`src/rtl/sd_spi_xfer_if.sv`:
```
// Bundle of the SD SPI engine's upstream handshake and card pins.
// The slave modport is the engine's view; the master modport is the
// sequencer/card side. Defining SD_SPI_CRC16_EN adds CrcClear/CrcOut.
interface sd_spi_xfer_if #(
    parameter int DATA_W = 8
) ();
    logic              TxValid;
    logic              TxReady;
    logic [DATA_W-1:0] TxData;
    logic              FastMode;
    logic              CsHigh;
    logic              CsHold;
    logic              RxValid;
    logic [DATA_W-1:0] RxData;
    logic              Busy;
    logic              SPI_SCLK;
    logic              SPI_MOSI;
    logic              SPI_MISO;
    logic              SPI_CS_n;
`ifdef SD_SPI_CRC16_EN
    logic              CrcClear;
    logic [15:0]       CrcOut;

    modport slave (
        input  TxValid, TxData, FastMode, CsHigh, CsHold, SPI_MISO, CrcClear,
        output TxReady, RxValid, RxData, Busy, SPI_SCLK, SPI_MOSI, SPI_CS_n, CrcOut
    );
    modport master (
        output TxValid, TxData, FastMode, CsHigh, CsHold, SPI_MISO, CrcClear,
        input  TxReady, RxValid, RxData, Busy, SPI_SCLK, SPI_MOSI, SPI_CS_n, CrcOut
    );
`else
    modport slave (
        input  TxValid, TxData, FastMode, CsHigh, CsHold, SPI_MISO,
        output TxReady, RxValid, RxData, Busy, SPI_SCLK, SPI_MOSI, SPI_CS_n
    );
    modport master (
        output TxValid, TxData, FastMode, CsHigh, CsHold, SPI_MISO,
        input  TxReady, RxValid, RxData, Busy, SPI_SCLK, SPI_MOSI, SPI_CS_n
    );
`endif
endinterface

```
`src/rtl/sd_spi_xfer.sv`:
```
// SPI mode-0, MSB-first transfer engine for the SD peripheral.
// One word per valid/ready handshake, slow/fast SCLK divider chosen per
// word, CS hold between words and dummy-clock words with CS high.
// Optional macro SD_SPI_CRC16_EN adds a running CRC16-CCITT over MISO.
module sd_spi_xfer #(
    parameter int DATA_W   = 8,
    parameter int DIV_W    = 8,
    parameter int SLOW_DIV = 62,
    parameter int FAST_DIV = 1
) (
    input  logic         MasterCLK,
    input  logic         Reset,
    sd_spi_xfer_if.slave bus
);
    localparam int CNT_W = $clog2(DATA_W);
    localparam logic [CNT_W-1:0] LAST_BIT = CNT_W'(DATA_W - 1);
    localparam logic [DIV_W-1:0] SLOW_CNT = DIV_W'(SLOW_DIV);
    localparam logic [DIV_W-1:0] FAST_CNT = DIV_W'(FAST_DIV);

    // Refuse to elaborate configurations the counters cannot represent.
    if (DATA_W < 2 || DATA_W > 32) begin : g_bad_data_w
        $error("sd_spi_xfer: DATA_W must be in 2..32");
    end
    if (longint'(SLOW_DIV) >= (longint'(1) << DIV_W) ||
        longint'(FAST_DIV) >= (longint'(1) << DIV_W)) begin : g_bad_div
        $error("sd_spi_xfer: SLOW_DIV/FAST_DIV do not fit in DIV_W bits");
    end

    typedef enum logic [1:0] {
        IDLE = 2'd0,
        LOW  = 2'd1,
        HIGH = 2'd2,
        DONE = 2'd3
    } state_t;

    state_t            state_reg;
    logic [DIV_W-1:0]  div_cnt_reg;
    logic [CNT_W-1:0]  bit_cnt_reg;
    logic [DATA_W-1:0] shift_reg;
    logic [DATA_W-1:0] rx_data_reg;
    logic              div_sel_reg;
    logic              cs_skip_reg;
    logic              sclk_reg;
    logic              mosi_reg;
    logic              cs_n_reg;
    logic              rx_valid_reg;
    logic              busy_reg;
    logic [DIV_W-1:0]  div_lim;
    logic              div_hit;

    assign div_lim = div_sel_reg ? FAST_CNT : SLOW_CNT;
    assign div_hit = (div_cnt_reg == div_lim);

    // Transfer FSM; every pin and status output is a register written here.
    // The shift register takes MISO into its LSB on each rising SCLK, so its
    // MSB always holds the next MOSI bit at the following falling SCLK.
    always_ff @(posedge MasterCLK or negedge Reset) begin
        if (!Reset) begin
            state_reg    <= IDLE;
            div_cnt_reg  <= '0;
            bit_cnt_reg  <= '0;
            shift_reg    <= '0;
            rx_data_reg  <= '0;
            div_sel_reg  <= 1'b0;
            cs_skip_reg  <= 1'b0;
            sclk_reg     <= 1'b0;
            mosi_reg     <= 1'b1;
            cs_n_reg     <= 1'b1;
            rx_valid_reg <= 1'b0;
            busy_reg     <= 1'b0;
        end else begin
            rx_valid_reg <= 1'b0;
            case (state_reg)
                IDLE: begin
                    cs_n_reg <= ~bus.CsHold;
                    mosi_reg <= 1'b1;
                    if (bus.TxValid) begin
                        shift_reg   <= bus.TxData;
                        div_sel_reg <= bus.FastMode;
                        cs_skip_reg <= bus.CsHigh;
                        bit_cnt_reg <= LAST_BIT;
                        mosi_reg    <= bus.TxData[DATA_W-1];
                        div_cnt_reg <= '0;
                        busy_reg    <= 1'b1;
                        cs_n_reg    <= bus.CsHigh;
                        state_reg   <= LOW;
                    end
                end
                LOW: begin
                    if (div_hit) begin
                        sclk_reg    <= 1'b1;
                        shift_reg   <= {shift_reg[DATA_W-2:0], bus.SPI_MISO};
                        div_cnt_reg <= '0;
                        state_reg   <= HIGH;
                    end else begin
                        div_cnt_reg <= div_cnt_reg + DIV_W'(1);
                    end
                end
                HIGH: begin
                    if (div_hit) begin
                        sclk_reg    <= 1'b0;
                        div_cnt_reg <= '0;
                        if (bit_cnt_reg != '0) begin
                            mosi_reg    <= shift_reg[DATA_W-1];
                            bit_cnt_reg <= bit_cnt_reg - CNT_W'(1);
                            state_reg   <= LOW;
                        end else begin
                            rx_data_reg  <= shift_reg;
                            rx_valid_reg <= 1'b1;
                            busy_reg     <= 1'b0;
                            mosi_reg     <= 1'b1;
                            // Held links keep CS low through the turnaround
                            // cycle so back-to-back words see no CS glitch.
                            cs_n_reg     <= ~(bus.CsHold & ~cs_skip_reg);
                            state_reg    <= DONE;
                        end
                    end else begin
                        div_cnt_reg <= div_cnt_reg + DIV_W'(1);
                    end
                end
                default: begin
                    cs_n_reg  <= ~bus.CsHold;
                    state_reg <= IDLE;
                end
            endcase
        end
    end

    assign bus.TxReady  = (state_reg == IDLE);
    assign bus.RxValid  = rx_valid_reg;
    assign bus.RxData   = rx_data_reg;
    assign bus.Busy     = busy_reg;
    assign bus.SPI_SCLK = sclk_reg;
    assign bus.SPI_MOSI = mosi_reg;
    assign bus.SPI_CS_n = cs_n_reg;

`ifdef SD_SPI_CRC16_EN
    logic [15:0] crc_reg;
    logic        crc_fb;

    assign crc_fb = crc_reg[15] ^ bus.SPI_MISO;

    // CRC16-CCITT advanced on each MISO sample of a CS-asserted word.
    always_ff @(posedge MasterCLK or negedge Reset) begin
        if (!Reset) begin
            crc_reg <= 16'h0000;
        end else if (state_reg == IDLE && bus.CrcClear) begin
            crc_reg <= 16'h0000;
        end else if (state_reg == LOW && div_hit && !cs_skip_reg) begin
            crc_reg <= {crc_reg[14:0], 1'b0} ^ (crc_fb ? 16'h1021 : 16'h0000);
        end
    end

    assign bus.CrcOut = crc_reg;
`endif
endmodule

```
`src/flat_wrapper.sv`:
```
// flat-port wrapper written by rule: the top's interface ports become plain ports
module sd_spi_xfer_flat 
#(
    parameter int DATA_W   = 8,
    parameter int DIV_W    = 8,
    parameter int SLOW_DIV = 62,
    parameter int FAST_DIV = 1
)
  (MasterCLK, Reset, bus_TxValid, bus_TxData, bus_FastMode, bus_CsHigh, bus_CsHold, bus_SPI_MISO, bus_TxReady, bus_RxValid, bus_RxData, bus_Busy, bus_SPI_SCLK, bus_SPI_MOSI, bus_SPI_CS_n);
  sd_spi_xfer_if #(.DATA_W(DATA_W)) bus_i ();
  input  logic MasterCLK;
  input  logic Reset;
  input wire logic [$bits(bus_i.TxValid)-1:0] bus_TxValid;
  input wire logic [$bits(bus_i.TxData)-1:0] bus_TxData;
  input wire logic [$bits(bus_i.FastMode)-1:0] bus_FastMode;
  input wire logic [$bits(bus_i.CsHigh)-1:0] bus_CsHigh;
  input wire logic [$bits(bus_i.CsHold)-1:0] bus_CsHold;
  input wire logic [$bits(bus_i.SPI_MISO)-1:0] bus_SPI_MISO;
  output wire logic [$bits(bus_i.TxReady)-1:0] bus_TxReady;
  output wire logic [$bits(bus_i.RxValid)-1:0] bus_RxValid;
  output wire logic [$bits(bus_i.RxData)-1:0] bus_RxData;
  output wire logic [$bits(bus_i.Busy)-1:0] bus_Busy;
  output wire logic [$bits(bus_i.SPI_SCLK)-1:0] bus_SPI_SCLK;
  output wire logic [$bits(bus_i.SPI_MOSI)-1:0] bus_SPI_MOSI;
  output wire logic [$bits(bus_i.SPI_CS_n)-1:0] bus_SPI_CS_n;
  assign bus_i.TxValid = bus_TxValid;
  assign bus_i.TxData = bus_TxData;
  assign bus_i.FastMode = bus_FastMode;
  assign bus_i.CsHigh = bus_CsHigh;
  assign bus_i.CsHold = bus_CsHold;
  assign bus_i.SPI_MISO = bus_SPI_MISO;
  assign bus_TxReady = bus_i.TxReady;
  assign bus_RxValid = bus_i.RxValid;
  assign bus_RxData = bus_i.RxData;
  assign bus_Busy = bus_i.Busy;
  assign bus_SPI_SCLK = bus_i.SPI_SCLK;
  assign bus_SPI_MOSI = bus_i.SPI_MOSI;
  assign bus_SPI_CS_n = bus_i.SPI_CS_n;
  sd_spi_xfer #(.DATA_W(DATA_W), .DIV_W(DIV_W), .SLOW_DIV(SLOW_DIV), .FAST_DIV(FAST_DIV)) u_core (.MasterCLK(MasterCLK), .Reset(Reset), .bus(bus_i));
endmodule
```
`config.mk`:
```
export PLATFORM = sky130hd
export DESIGN_NAME = sd_spi_xfer_flat
export DESIGN_NICKNAME = d
export VERILOG_FILES = /design/src/rtl/sd_spi_xfer_if.sv /design/src/rtl/sd_spi_xfer.sv /design/src/flat_wrapper.sv
export SDC_FILE = /design/constraint.sdc
export NUM_CORES = 1
export LEC_CHECK = 0
export ABC_AREA = 1
export CAP_MARGIN = 40
export CORE_MARGIN = 3
export CORE_UTILIZATION = 45
export DETAILED_ROUTE_END_ITERATION = 12
export MAX_ROUTING_LAYER = met4
export PLACE_DENSITY = 0.68
export SLEW_MARGIN = 20
export SYNTH_ARGS = -nofsm -noshare
export SYNTH_HDL_FRONTEND = slang
export SYNTH_SLANG_ARGS = --single-unit
```
`constraint.sdc`:
```
create_clock -name MasterCLK -period 2.3 [get_ports MasterCLK]
set_clock_uncertainty 0.1 [all_clocks]
set_input_delay 0.46 -clock MasterCLK [delete_from_list [all_inputs] [get_ports MasterCLK]]
set_output_delay 0.46 -clock MasterCLK [all_outputs]
set_load 0.05 [all_outputs]
```
# After elaboration in Yosys (flattened, before gate mapping)
# Index checks and enable logic that the tools add are counted.
[word_totals] input_bits=15 elab_cells=79 regBits=36 out_inout_bits=14
[classes] eq_ne=8 add_sub_neg=2 mux=34 n_bitwise=6 n_reduce_logical=17
[ops] operator="8-bit two-way mux" n=4
[ops] operator="8-bit one-hot mux with 2 select lines" n=2
[ops] operator="3-bit AND reduction" n=5
[ops] operator="1-bit two-way mux" n=14
[ops] operator="3-bit two-way mux" n=3
[ops] operator="8-bit by 1-bit adder with 8-bit output (second input constant)" n=1
[ops] operator="8-bit == test" n=1
[ops] operator="2-bit two-way mux" n=4
[ops] operator="4-bit AND reduction" n=2
[ops] operator="2-bit nonzero test" n=4
[ops] operator="6-bit two-way mux" n=1
[ops] operator="2-bit by 1-bit inequality test with 1-bit output (second input constant)" n=3
[ops] operator="1-bit one-hot mux with 2 select lines" n=3
[ops] operator="2-bit one-hot mux with 3 select lines" n=1
[ops] operator="3-bit one-hot mux with 2 select lines" n=1
[ops] operator="2-bit AND reduction" n=3
[ops] operator="1-bit inverter" n=5
[ops] operator="2-bit inequality test (second input constant)" n=2
[ops] operator="1-bit one-hot mux with 3 select lines" n=1
[ops] operator="3-bit nonzero test" n=1
[ops] operator="3-bit by 1-bit subtractor with 3-bit output (second input constant)" n=1
[ops] operator="2-bit by 1-bit == test with 1-bit output (second input constant)" n=1
[ops] operator="2-bit == test (second input constant)" n=1
[ops] operator="2-bit zero test" n=1
[ops] operator="2 further kinds" n=2

# Logic depth before layout (Yosys ltp)
[depth] word_depth=6 ltp_mapped=10 depth_no_buf=10

# Worst setup path after synthesis
# No wires, ideal clock.
[synth_timing] path_kind="register -> register" start="register u_core.state_reg[0]" end="register u_core.shift_reg[6]" required_time_ns=2.077 stages_incl_launch_ff=9 synth_period_minus_slack_ns=1.958 arrival_ns=1.735 setup_time_ns=0.123 path_slack_ns=0.342 n_path_buf=1 cell_sequence="dfrtp_1 inv_1 ha_1 nand2_1 o21ai_0 nand2_4 buf_6 nand2_2 o21ai_2"
[synth_via] elab_chain_cells=3 elab_cells_between_ends=7 classes_between="eq/ne (3); mux (1); reduce/logical (3)"
[synth_rtl] element="start: declaration" line="sd_spi_xfer.sv:36" source="state_t state_reg;"
[synth_rtl] element="start signal: assignment" line="sd_spi_xfer.sv:59" source="state_reg <= IDLE;"
[synth_rtl] element="start signal: assignment" line="sd_spi_xfer.sv:86" source="state_reg <= LOW;"
[synth_rtl] element="start signal: assignment" line="sd_spi_xfer.sv:94" source="state_reg <= HIGH;"
[synth_rtl] element="2-bit zero test *"
[synth_rtl] element="named net bus_TxReady" line="flat_wrapper.sv:19" source="output wire logic [$bits(bus_i.TxReady)-1:0] bus_TxReady;"
[synth_rtl] element="2-bit inequality test (no source line) / 2-bit nonzero test (equally long branches)"
[synth_rtl] element="3-bit AND reduction (no source line)"
[synth_rtl] element="end signal: assignment" line="sd_spi_xfer.sv:78" source="shift_reg <= bus.TxData;"
[synth_rtl] element="end signal: assignment" line="sd_spi_xfer.sv:92" source="shift_reg <= {shift_reg[DATA_W-2:0], bus.SPI_MISO};"
[synth_rtl] element="end: declaration" line="sd_spi_xfer.sv:39" source="logic [DATA_W-1:0] shift_reg;"
# Mark *: on every way through the listed nets, which the timed path passes. The rest lies on a longest branch.
# A chain may end at the register's enable or synchronous reset.

# Worst setup path after layout
[layout_timing] start="register u_core.cs_n_reg (netlist: u_core.bus.SPI_CS_n)" end="output port bus_SPI_CS_n"
[layout_lines] element="start: declaration" line="sd_spi_xfer.sv:45" source="logic cs_n_reg;"
[layout_lines] element="start signal: assignment" line="sd_spi_xfer.sv:75" source="cs_n_reg <= ~bus.CsHold;"
[layout_lines] element="start signal: assignment" line="sd_spi_xfer.sv:85" source="cs_n_reg <= bus.CsHigh;"
[layout_lines] element="start signal: assignment" line="sd_spi_xfer.sv:114" source="cs_n_reg <= ~(bus.CsHold & ~cs_skip_reg);"
[layout_lines] element="end: declaration" line="flat_wrapper.sv:25" source="output wire logic [$bits(bus_i.SPI_CS_n)-1:0] bus_SPI_CS_n;"
# No word-level cell between the ends.

==> metrics.yaml <==
slowest_stage: "clkdlybuf4s50_1"
grtUsageMet3: 0.0477
grt_pass1_wl_mm: 6.68
core-area_mm2: 0.00406
hold_path.class: "reg2reg"
die_w_um: 71.3
grt_pass1_vias: 1505
crit_fanout: 2
crit_cells: 1
yosys-top-cells-count: "65 x nand2_1, 34 x dfrtp_1, 30 x inv_1, 22 x nor2_1, 13 x o21ai_0"
critPathLaunchType: "flop"
cts_max_level: 2
core.rowCount: 23
diodes: 0
p_per_area_mw_per_mm2: 1300
yosysMostFrequentCell: "nand2_1"
synth_area_leaders: "dfrtp_1 44%, nand2_1 13%, inv_1 5.9%"
worst_slew_pin_slew_ns: 0.510
critPathArrivalTime_ns: 1.61
die_y_um: 71.3
async_flop_share: 1.00
start_util: 0.472
grt.total_usage: 0.170
status: "finished clean"
combPwrFrac: 0.499
grtUsageMet1: 0.218
cts_resized: 0
reg2reg_from: "u_core.state_reg[0]"
syn_inst: 235
critPathTopFamily: "buffers and inverters"
r2r_slack_ns: 0.43
fin_crit_sh: 0.943
post_cts_buffers: 0
rsz0062_at_grt: "no"
finalHoldViolCount: 0
crit_buf_inv: 1
slew_headroom: 0.659
drtAntennaViolNets: 0
critical_path_required_ns: 1.74
p_sw_frac: 0.445
routed_via_density: 4.87
grtUsageMet2: 0.261
p_leak_nw: 1.17
drtIter0Drc: 104
cts_hold_buffers: 0
min_to: "u_core.bus.SPI_CS_n"
synth.cell_area_mm2: 0.00192
synth.ff_latch_count: 36
worstSetupStartpoint: "u_core.bus.SPI_CS_n"
wl_per_cell_um: 11.7
path_clk_slew_ns: 0.07
drt_first_pass_iters: 4
yosys_warnings: 0
place_hpwl_mm: 2.71
top_usage_layer: "met2"
holdPathStages: 2
dieArea_mm2: 0.00508
max-vdd-ir-drop_uv: 739
p_clk_frac: 0.180
intPower_w: 0.00171
final_max_slew_viol_count: 0
tns_ns: 0
end_kind: "output pin"
synth-edff-count: 0
max-cap-violations: 0
path_cells: "clkdlybuf4s50_1"
root_buffer: "clkbuf_8"
grt_start_max_net_pins: 37
clockBufferDepth: 2
syn_nets: 257
drive_gt1_frac: 0.122
synth_ff_type: "dfrtp_1"
fillCellCount: 374
cts_tree: "done"
synth_top_cell_by_area: "dfrtp_1"
drc: 0
vias: 1558
setup_viol: 0
syn2layout_area_growth_pct: 23.9
clk_latency_ns: 0.29
finish.utilization: 0.585
avgSynthCellArea_um2: 8.16
synth_cell_type_count: 24
critPathMaxStageDelay_ns: 0.79
r2r_end: "u_core.div_cnt_reg[3]"
fmax_mhz: 461
grt_overflow: 0
fin_nets: 291
criticalPathCategory: "reg2out"
numCtsBuffers: 5
antenna_found_initial: 0
routabilityCongestion: 0.802
synth-seq-area-share: 0.471
hp-start: "u_core.bus.SPI_CS_n"
totalWireLength_mm: 3.75
seq_power_share: 0.321
rr_worst_depth: 9
cts_sinks: 36
numPortBuffers: 28
switching_power_w: 0.00137
num_io_pins: 29
netlist.area_leader.share: 0.444
stdcell_area_mm2: 0.00237
place_area_mm2: 0.00223
finalCriticalPeriod_ns: 2.17
-- how the worst max path moves through the flow --
stage | end | slack (ns)
after floorplan | u_core.shift_reg[6] | 0.34
after global placement | u_core.div_cnt_reg[4] | 0.30
after detailed placement | u_core.div_cnt_reg[4] | 0.29
after CTS | bus_SPI_CS_n | 0.11
after global routing | bus_SPI_MOSI | 0.09
final | bus_SPI_CS_n | 0.13
-- metal layers --
metal  share of wire  wire length [um]
met4           0.012                46
met5               0                 0
met1            0.49              1840
met3           0.050               188
met2            0.45              1670
-- area by class of cell --
class,count,area (um^2),area share
Clock buffer,5,68.8,0.0290
Clock inverter,3,42.5,0.0179
Inverter,30,113,0.0474
Multi-Input combinational cell,163,860,0.362
Sequential cell,36,903,0.380
Tap cell,50,62.6,0.0263
Timing Repair Buffer,33,325,0.137
-- power by group through the flow --
stage | clock [W] | combinational, W | sequential [W]
detailed placement | 0 | 0.00154 | 0.000999
floorplan | 0 | 0.00106 | 0.00114
CTS | 0.000569 | 0.00155 | 0.000987
global route | 0.000596 | 0.00176 | 0.00101
finish | 0.000554 | 0.00154 | 0.000988
global placement | 0 | 0.00152 | 0.000995
-- stage by stage --
step | power, W | hold WS (ns) | std cells | setup WS [ns]
6_report | 0.00308 | 0.364 | 320 | 0.131
5_1_grt | 0.00337 | 0.395 | 320 | 0.0908
4_1_cts | 0.00311 | 0.190 | 318 | 0.113
3_5_place_dp | 0.00254 | 0.361 | 310 | 0.286
3_3_place_gp | 0.00251 | 0.357 | 310 | 0.302
2_1_floorplan | 0.00220 | 0.0644 | 235 | 0.342
-- cells in the final DEF, fill, tap and decap left out, types with 2 or more instances in the layout --
cell,instances
nand2_2,5
xor2_1,2
nand3_1,12
o21ai_2,8
o22ai_1,2
nand4_1,8
inv_1,30
nor2_1,22
o21ai_1,6
buf_4,4
clkbuf_8,5
dfrtp_1,34
mux2i_1,4
nor2_2,2
nand2_4,2
dfstp_2,2
ha_1,7
a21oi_1,2
clkdlybuf4s50_1,26
o21ai_0,13
nand2_1,65
-- kinds of logic (layout without fill, tap and decap cells) --
| family | count (synthesis) | after routing | share of synthesized area |
|---|---|---|---|
| adder cells (fa/ha/maj) | 7 | 7 | 0.0457 |
| AO/OA/AOI/OAI | 33 | 33 | 0.106 |
| AND/OR/NAND/NOR | 116 | 116 | 0.262 |
| flip-flops | 36 | 36 | 0.471 |
| buffers and inverters | 36 | 71 | 0.0803 |
| multiplexers | 4 | 4 | 0.0209 |
| XOR/XNOR | 3 | 3 | 0.0137 |
(Power assumes the default switching activity.)
